--- src/rtl/instr_cache_dm.sv ---
// Direct-mapped instruction cache with burst line fills from an MCB-style read port.
// Optional hit/miss counters when INSTR_CACHE_STATS_EN is defined.
module instr_cache_dm #(
   parameter int unsigned           ADDR_BITS  = 16,
   parameter int unsigned           INSTR_BITS = 32,
   parameter int unsigned           LINE_WORDS = 8,
   parameter int unsigned           NUM_LINES  = 16,
   parameter logic [29-ADDR_BITS:0] MEM_PREFIX = '0
) (
   input  logic                  clk,
   input  logic                  reset_n,
   input  logic                  boot_done,
   input  logic [ADDR_BITS-1:0]  instr_ptr,
   input  logic                  invalidate,
   output logic                  valid,
   output logic [INSTR_BITS-1:0] instr,
   output logic                  mem_cmd_en,
   output logic [2:0]            mem_cmd_instr,
   output logic [5:0]            mem_cmd_bl,
   output logic [29:0]           mem_cmd_byte_addr,
   input  logic                  mem_cmd_full,
   output logic                  mem_rd_en,
   input  logic [31:0]           mem_rd_data,
   input  logic                  mem_rd_empty
`ifdef INSTR_CACHE_STATS_EN
   ,
   output logic [31:0]           hit_count,
   output logic [31:0]           miss_count
`endif
);

   localparam int unsigned W        = $clog2(LINE_WORDS);
   localparam int unsigned I        = $clog2(NUM_LINES);
   localparam int unsigned TAG_BITS = ADDR_BITS - W - I - 2;

   typedef enum logic [1:0] {PRE_BOOT, IDLE, CMD, FILL} state_t;

   state_t                state_q, state_d;
   logic [NUM_LINES-1:0]  vbits_q, vbits_d;
   logic [TAG_BITS-1:0]   line_tag_q, line_tag_d;
   logic [I-1:0]          line_idx_q, line_idx_d;
   logic [W-1:0]          cnt_q, cnt_d;
   logic                  pend_inv_q, pend_inv_d;
   logic                  data_we, tag_we;

   logic [INSTR_BITS-1:0] data_mem [NUM_LINES*LINE_WORDS];
   logic [TAG_BITS-1:0]   tag_mem  [NUM_LINES];

   logic [W-1:0]          offset;
   logic [I-1:0]          index;
   logic [TAG_BITS-1:0]   tag;
   logic                  hit;
   logic                  unused_ptr_bits;

   assign offset          = instr_ptr[W+1:2];
   assign index           = instr_ptr[W+I+1:W+2];
   assign tag             = instr_ptr[ADDR_BITS-1:W+I+2];
   assign unused_ptr_bits = ^instr_ptr[1:0];

   assign hit   = vbits_q[index] && (tag_mem[index] == tag);
   assign valid = (state_q == IDLE) && hit;
   assign instr = data_mem[{index, offset}];

   assign mem_cmd_instr     = 3'b001;
   assign mem_cmd_bl        = 6'(LINE_WORDS - 1);
   assign mem_cmd_byte_addr = {MEM_PREFIX, line_tag_q, line_idx_q, {(W+2){1'b0}}};

   always_comb begin
      state_d    = state_q;
      vbits_d    = vbits_q;
      line_tag_d = line_tag_q;
      line_idx_d = line_idx_q;
      cnt_d      = cnt_q;
      pend_inv_d = pend_inv_q;
      mem_cmd_en = 1'b0;
      mem_rd_en  = 1'b0;
      data_we    = 1'b0;
      tag_we     = 1'b0;
      unique case (state_q)
         PRE_BOOT: begin
            if (invalidate) vbits_d = '0;
            if (boot_done)  state_d = IDLE;
         end
         IDLE: begin
            if (invalidate) begin
               vbits_d = '0;
            end else if (!hit) begin
               line_tag_d = tag;
               line_idx_d = index;
               state_d    = CMD;
            end
         end
         CMD: begin
            if (invalidate) pend_inv_d = 1'b1;
            if (!mem_cmd_full) begin
               mem_cmd_en = 1'b1;
               cnt_d      = '0;
               state_d    = FILL;
            end
         end
         FILL: begin
            if (invalidate) pend_inv_d = 1'b1;
            if (!mem_rd_empty) begin
               mem_rd_en = 1'b1;
               data_we   = 1'b1;
               cnt_d     = cnt_q + 1'b1;
               if (cnt_q == W'(LINE_WORDS - 1)) begin
                  // An invalidate landing on the last word still discards the line.
                  if (pend_inv_q || invalidate) begin
                     vbits_d = '0;
                  end else begin
                     tag_we              = 1'b1;
                     vbits_d[line_idx_q] = 1'b1;
                  end
                  pend_inv_d = 1'b0;
                  state_d    = IDLE;
               end
            end
         end
         default: state_d = PRE_BOOT;
      endcase
   end

   always_ff @(posedge clk or negedge reset_n) begin
      if (!reset_n) begin
         state_q    <= PRE_BOOT;
         vbits_q    <= '0;
         line_tag_q <= '0;
         line_idx_q <= '0;
         cnt_q      <= '0;
         pend_inv_q <= 1'b0;
      end else begin
         state_q    <= state_d;
         vbits_q    <= vbits_d;
         line_tag_q <= line_tag_d;
         line_idx_q <= line_idx_d;
         cnt_q      <= cnt_d;
         pend_inv_q <= pend_inv_d;
      end
   end

   always_ff @(posedge clk) begin
      if (data_we) data_mem[{line_idx_q, cnt_q}] <= INSTR_BITS'(mem_rd_data);
      if (tag_we)  tag_mem[line_idx_q]           <= line_tag_q;
   end

`ifdef INSTR_CACHE_STATS_EN
   logic [ADDR_BITS-1:0] prev_ptr_q;
   logic [31:0]          hit_cnt_q, hit_cnt_d;
   logic [31:0]          miss_cnt_q, miss_cnt_d;

   always_comb begin
      hit_cnt_d  = hit_cnt_q;
      miss_cnt_d = miss_cnt_q;
      if (valid && (instr_ptr != prev_ptr_q) && (hit_cnt_q != '1))
         hit_cnt_d = hit_cnt_q + 1'b1;
      if ((state_q == IDLE) && (state_d == CMD) && (miss_cnt_q != '1))
         miss_cnt_d = miss_cnt_q + 1'b1;
   end

   always_ff @(posedge clk or negedge reset_n) begin
      if (!reset_n) begin
         prev_ptr_q <= '0;
         hit_cnt_q  <= '0;
         miss_cnt_q <= '0;
      end else begin
         prev_ptr_q <= instr_ptr;
         hit_cnt_q  <= hit_cnt_d;
         miss_cnt_q <= miss_cnt_d;
      end
   end

   assign hit_count  = hit_cnt_q;
   assign miss_count = miss_cnt_q;
`endif

endmodule

--- config.mk ---
export PLATFORM = sky130hd
export DESIGN_NAME = instr_cache_dm
export DESIGN_NICKNAME = d
export VERILOG_FILES = /design/src/rtl/instr_cache_dm.sv
export SDC_FILE = /design/constraint.sdc
export NUM_CORES = 2
export LEC_CHECK = 0
export CORE_UTILIZATION = 55
export DETAILED_ROUTE_END_ITERATION = 16
export PLACE_DENSITY = 0.78
export SYNTH_ARGS = -nofsm -noshare
export SYNTH_HDL_FRONTEND = slang
export SYNTH_MEMORY_MAX_BITS = 65536
export SYNTH_SLANG_ARGS = --single-unit
--- constraint.sdc ---
create_clock -name clk -period 8.4 [get_ports clk]
set_input_delay 0.84 -clock clk [delete_from_list [all_inputs] [get_ports clk]]
set_output_delay 0.84 -clock clk [all_outputs]
set_load 0.02 [all_outputs]
; ---- Yosys cells after proc, flatten, opt, wreduce, memory -nomap -nowiden
; Memory sizes are Yosys's and may differ from the RTL's.
; Index checks and enable logic that the tools add are counted.
[word_totals]
regBits = 33
latch_bits = 0
mem_bits_rw = 4208
romBits = 0
in_bits = 54
out_inout_bits = 74
word_cells = 74
n_memories = 2
[op_classes]
n_addsub = 1
mul = 0
div = 0
n_lt_le_gt_ge = 3
n_eq_ne = 12
shifts = 0
n_mux = 35
n_bitwise = 3
reduce_logical = 12
[memory_table]
columns = memory, depth, word_bits, read_ports, rd_clocked_by_memory_dff, wr, line
row1 = data_mem, 128, 32, 1, 0, 1, 46  ; logic [INSTR_BITS-1:0] data_mem [NUM_LINES*LINE_WORDS];
row2 = tag_mem, 16, 7, 1, 0, 1, 47  ; logic [TAG_BITS-1:0] tag_mem [NUM_LINES];
[ops]
columns = op, n
row1 = $mux W16, 4
row2 = $pmux W16 S2, 1
row3 = $mux W1, 17
row4 = $or A16 B16 Y16, 1
row5 = $mux W2, 6
row6 = $ne A2 B2 Y1 const B, 6
row7 = $lt A4 B5 Y1 const B, 2
row8 = $pmux W2 S4, 1
row9 = $eq A7 B7 Y1, 1
row10 = $mux W3, 2
row11 = $pmux W3 S2, 1
row12 = $reduce_and A3 Y1, 2
row13 = $reduce_and A6 Y1, 1
row14 = $bmux W1 S4, 1
row15 = $demux W1 S4, 1
row16 = $eq A2 B2 Y1 const B, 2
row17 = $ge A4 B1 Y1 const B, 1
row18 = $reduce_and A4 Y1, 1
row19 = $reduce_bool A2 Y1, 2
row20 = $add A3 B1 Y3 const B, 1
row21 = $eq A3 B3 Y1 const B, 1
row22 = $logic_and A1 B1 Y1, 3
row23 = $eq A2 B1 Y1 const B, 1
row24 = $logic_not A2 Y1, 1
row25 = 5 further kinds, 6

; ---- Logic depth before layout (Yosys ltp)
[logic_depth]
word_depth = 9
mapped_depth = 12
mapped_depth_nobuf = 7

; ---- Worst setup path after synthesis
; OpenSTA, ideal clock, no wires.
[synth_timing]
path_kind = input to output
from = input port instr_ptr[2]
to = output port instr[10]
t_arrival_ps = 3512
required_time_ps = 7560
setup_slack_ps = 4048
cell_stages = 7
n_path_buf = 3
cell_sequence = buf_2 -> clkbuf_1 -> buf_1 -> mux4_2 -> mux4_2 -> mux4_2 -> mux2_2
[synth_via]
elab_chain_cells = 1
[synth_lines]
columns = item, line
row1 = from (decl), 13  ; input logic [ADDR_BITS-1:0] instr_ptr,
row2 = $mem_v2 Z128 W32, --
row3 = to (decl), 16  ; output logic [INSTR_BITS-1:0] instr,
; Every way passes these cells.

; ---- Worst setup path after layout
[layout_timing]
from = input port instr_ptr[2]
to = output port instr[20]
; Same word-level chain as after synthesis.

==> reports/qor.csv <==
metric,value,unit
Yosys cell types,37,
final-stage net count,6792,
Avg Inst Size Synth,25.5,µm²
run status,finished clean,
total vias in the final route,77800,
H-Tree Level Count,5,
Max Fanout on Critical Path,84,
setup TNS after final layout,0,ps
Max-cap violations,0,
number of stages on the worst setup path,7,
routed wirelength normalized by instance count,41.2,µm
ranking of synthesized cells by area,"sky130_fd_sc_hd__edfxtp_1, sky130_fd_sc_hd__mux4_2, sky130_fd_sc_hd__dfrtp_1, sky130_fd_sc_hd__clkbuf_1, sky130_fd_sc_hd__nor2_1",
total of cells resized after clock tree synthesis,0,
Post-Route Hold Slack,340,ps
flip-flop and latch count after synthesis,4241,
final cell count without fillers,11000,
Register-to-Register Path Depth,4,
hold buffer count at CTS,0,
CTS buffer count,402,
cell count after placement,10200,
global-route wire length before repair,628,mm
type of destination of the critical path,primary output,
num ports,128,
Max clock buf depth,4,
TritonCTS clock tree,done,
cell class contributing the biggest share of worst-path delay,multiplexers,
number of standard cells after synthesis,6334,
remaining max-slew budget at the tightest pin,5.90,%
placer's final routability congestion estimate,0.948,
Yosys warnings,0,
clk_lat worst skew,920,ps
number of iterations in the first detailed-routing pass,7,
list of cells traversed by the critical path,"buf_16, buf_12, mux4_2, mux4_2, mux4_2, mux2_2, clkdlybuf4s50_1",
class of the tightest hold or removal check,input pin to async pin,
worst-path cell with the longest stage delay,sky130_fd_sc_hd__mux4_2,
Tightest Pin Transition,1410,ps
final antenna-violating net count,0,
Area Overhead vs Synth,12.6,%
library cell occupying the most area in the post-synthesis netlist,sky130_fd_sc_hd__edfxtp_1,
post-synthesis cell area,162000,µm²
type of the setup path with the least slack,input pin to primary output,
maximum resistive drop on vdd,0.000239,V
vias in the first global route,79700,
number of buffers and inverters on the critical path,3,
initial antenna violation count,55,
floorplan die area,296000,µm²
clock period minus worst slack,5960,ps
nature of the critical path startpoint,input pin,
highest attainable clock frequency,168,MHz
overflow left after global routing,0,
"Top cell by count, worst path",sky130_fd_sc_hd__mux4_2,
number of hold violations in the final report,0,
routed wire length,453,mm
static leakage,55.9,nW
First DRT Iteration DRCs,13800,
standard cell core area,292000,µm²
count of final max-slew check failures,0,
Pwr per Cell Area,248,nW/µm²
number of failing setup endpoints in the final timing report,0,
share of the clock period used by the worst path,71.0,%
largest net degree at the start of global routing,128,
number of sinks handled by clock tree synthesis,4241,
RSZ-0062 raised after global routing,false,
effective utilization at floorplan,55.4,%
placement row count,198,
worst setup skew after layout,58.0,ps
Post-CTS Setup Bufs,0,
drt drc,0,
Chip Height,544,µm
fraction of post-synthesis cell area in the top cell type by area,78.1,%
data required time of the critical path,7560,ps
proportion of layout cells with a drive suffix above 1,33.7,%
Final HPWL DP,211,mm
total global-route track usage,30.9,%
clock-pin transition on the worst setup and hold timing paths,60,ps
IO Port Bufs,97,
Arrival @ worst endpoint,5120,ps
maximum single-stage delay on the critical path,680,ps
width of the die,544,µm
vias per std cell,7.08,
sequential area share after synthesis,78.6,%
root cell of the clock tree,sky130_fd_sc_hd__clkbuf_16,
synthesized netlist by cell type:
cell,instances
sky130_fd_sc_hd__buf_4,32
sky130_fd_sc_hd__a21o_1,1
sky130_fd_sc_hd__a22oi_1,7
sky130_fd_sc_hd__nor2b_1,11
sky130_fd_sc_hd__a21boi_1,1
sky130_fd_sc_hd__nand3_1,11
sky130_fd_sc_hd__and3_1,2
sky130_fd_sc_hd__edfxtp_1,4208
sky130_fd_sc_hd__ha_1,7
sky130_fd_sc_hd__mux2_1,10
sky130_fd_sc_hd__inv_1,11
sky130_fd_sc_hd__o31ai_1,1
sky130_fd_sc_hd__and2_1,2
sky130_fd_sc_hd__nand4_1,1
sky130_fd_sc_hd__a22o_1,5
sky130_fd_sc_hd__mux2i_1,24
sky130_fd_sc_hd__nand2_1,19
sky130_fd_sc_hd__o21ai_0,3
sky130_fd_sc_hd__nor3_1,2
sky130_fd_sc_hd__nor2_1,167
sky130_fd_sc_hd__o21ai_1,1
sky130_fd_sc_hd__buf_2,76
sky130_fd_sc_hd__o211ai_1,2
sky130_fd_sc_hd__o2111ai_1,1
sky130_fd_sc_hd__mux4_2,1371
sky130_fd_sc_hd__dfrtp_1,33
sky130_fd_sc_hd__o221a_2,1
sky130_fd_sc_hd__mux2_2,35
sky130_fd_sc_hd__a221oi_1,1
sky130_fd_sc_hd__a31oi_1,9
sky130_fd_sc_hd__buf_6,2
sky130_fd_sc_hd__buf_1,58
sky130_fd_sc_hd__conb_1,2
sky130_fd_sc_hd__clkbuf_1,195
sky130_fd_sc_hd__nand2b_1,2
sky130_fd_sc_hd__a21oi_1,13
sky130_fd_sc_hd__xnor2_1,7
power breakdown:
part	total [mW]	switching (mW)	leakage, nW	internal, mW
Combinational	3.07	2.00	11.3	1.07
Clock	18.4	8.07	6.36	10.3
Sequential	23.8	0.210	38.2	23.6
final timing paths:
| check | start | endpoint | slack, ps |
|---|---|---|---|
| max in group asynchronous | reset_n | vbits_q[13] | 7730 |
| min in group clk | mem_rd_data[15] | data_mem[27][15] | 390 |
| worst min-delay path | reset_n | line_tag_q[4] | 340 |
| worst max-delay path | instr_ptr[2] | instr[20] | 2440 |
| worst max register to register | line_idx_q[2] | data_mem[59][20] | 4500 |
| worst min register to register | vbits_q[12] | vbits_q[12] | 510 |
worst reg2reg max path: cells and delay by family, from the launching register on:
family	cells	cell delay, ps
buf+inv	1	500
flops	1	570
simple gates	3	2450
final cells by class:
type	instances	area, µm²
Sequential cell	4241	127000
Fill cell	17300	110000
Multi-Input combinational cell	1745	34000
Clock buffer	481	10600
Tap cell	3900	4880
Timing Repair Buffer	330	3000
Clock inverter	254	2290
Antenna cell	23	57.6
Inverter	11	41.3
per-stage QoR:
step                total power [mW]  area [µm²]  util, %  setup slack, ps
finish                          45.2      182000     62.4             2440
global route                    46.0      182000     62.4             2360
CTS                             45.2      182000     62.4             2490
detailed placement              27.1      169000     58.0             2560
global placement                26.9      169000     58.0             2550
floorplan                       25.6      162000        -             4050
cells by family (layout without fill, tap and decap cells):
| group | count (synthesis) | in the layout | synth area share [%] |
|---|---|---|---|
| and+or+nand+nor | 217 | 217 | 0.541 |
| other | 2 | 51 | 0.00464 |
| DFF | 4241 | 4241 | 78.6 |
| buffers and inverters | 374 | 1076 | 1.01 |
| xor gates and xnor gates | 7 | 7 | 0.0379 |
| AOI/OAI and AO/OA | 46 | 46 | 0.188 |
| adders and majority gates | 7 | 7 | 0.0541 |
| muxes | 1440 | 1440 | 19.5 |
registers in the layout, summed over array words and instances, names as in the netlist:
| signal | flops |
|---|---|
| cnt_q | 3 |
| line_tag_q | 7 |
| pend_inv_q | 1 |
| line_idx_q | 4 |
| state_q | 2 |
| vbits_q | 16 |
| data_mem | 4096 |
| tag_mem | 112 |
cell usage in the layout, fill, tap and decap left out, types with 8 or more instances in the layout:
cell,Yosys,routed
sky130_fd_sc_hd__clkbuf_16,0,415
sky130_fd_sc_hd__mux2_2,35,35
sky130_fd_sc_hd__inv_6,0,12
sky130_fd_sc_hd__clkbuf_1,195,66
sky130_fd_sc_hd__nor2_4,0,128
sky130_fd_sc_hd__nand3_1,11,9
sky130_fd_sc_hd__mux2i_1,24,24
sky130_fd_sc_hd__mux4_2,1371,1371
sky130_fd_sc_hd__inv_1,11,11
sky130_fd_sc_hd__buf_4,32,239
sky130_fd_sc_hd__nor2_1,167,39
sky130_fd_sc_hd__clkinv_1,0,104
sky130_fd_sc_hd__a21oi_1,13,13
sky130_fd_sc_hd__diode_2,0,23
sky130_fd_sc_hd__clkinv_2,0,85
sky130_fd_sc_hd__mux2_1,10,10
sky130_fd_sc_hd__nor2b_1,11,11
sky130_fd_sc_hd__edfxtp_1,4208,4208
sky130_fd_sc_hd__conb_1,2,28
sky130_fd_sc_hd__buf_12,0,27
sky130_fd_sc_hd__clkinvlp_4,0,8
sky130_fd_sc_hd__clkdlybuf4s50_1,0,58
sky130_fd_sc_hd__dfrtp_1,33,33
sky130_fd_sc_hd__a31oi_1,9,9
sky130_fd_sc_hd__bufinv_16,0,43
sky130_fd_sc_hd__nand2_1,19,13
per-layer routing:
metal	track usage, %	vias up	wire length (µm)
li1	-	28400	-
met3	8.43	1311	63700
met1	39.0	40800	142000
met4	16.0	26	25700
met5	0.0325	-	165
met2	49.4	7274	221000
Power figures use the tool's default switching activity.
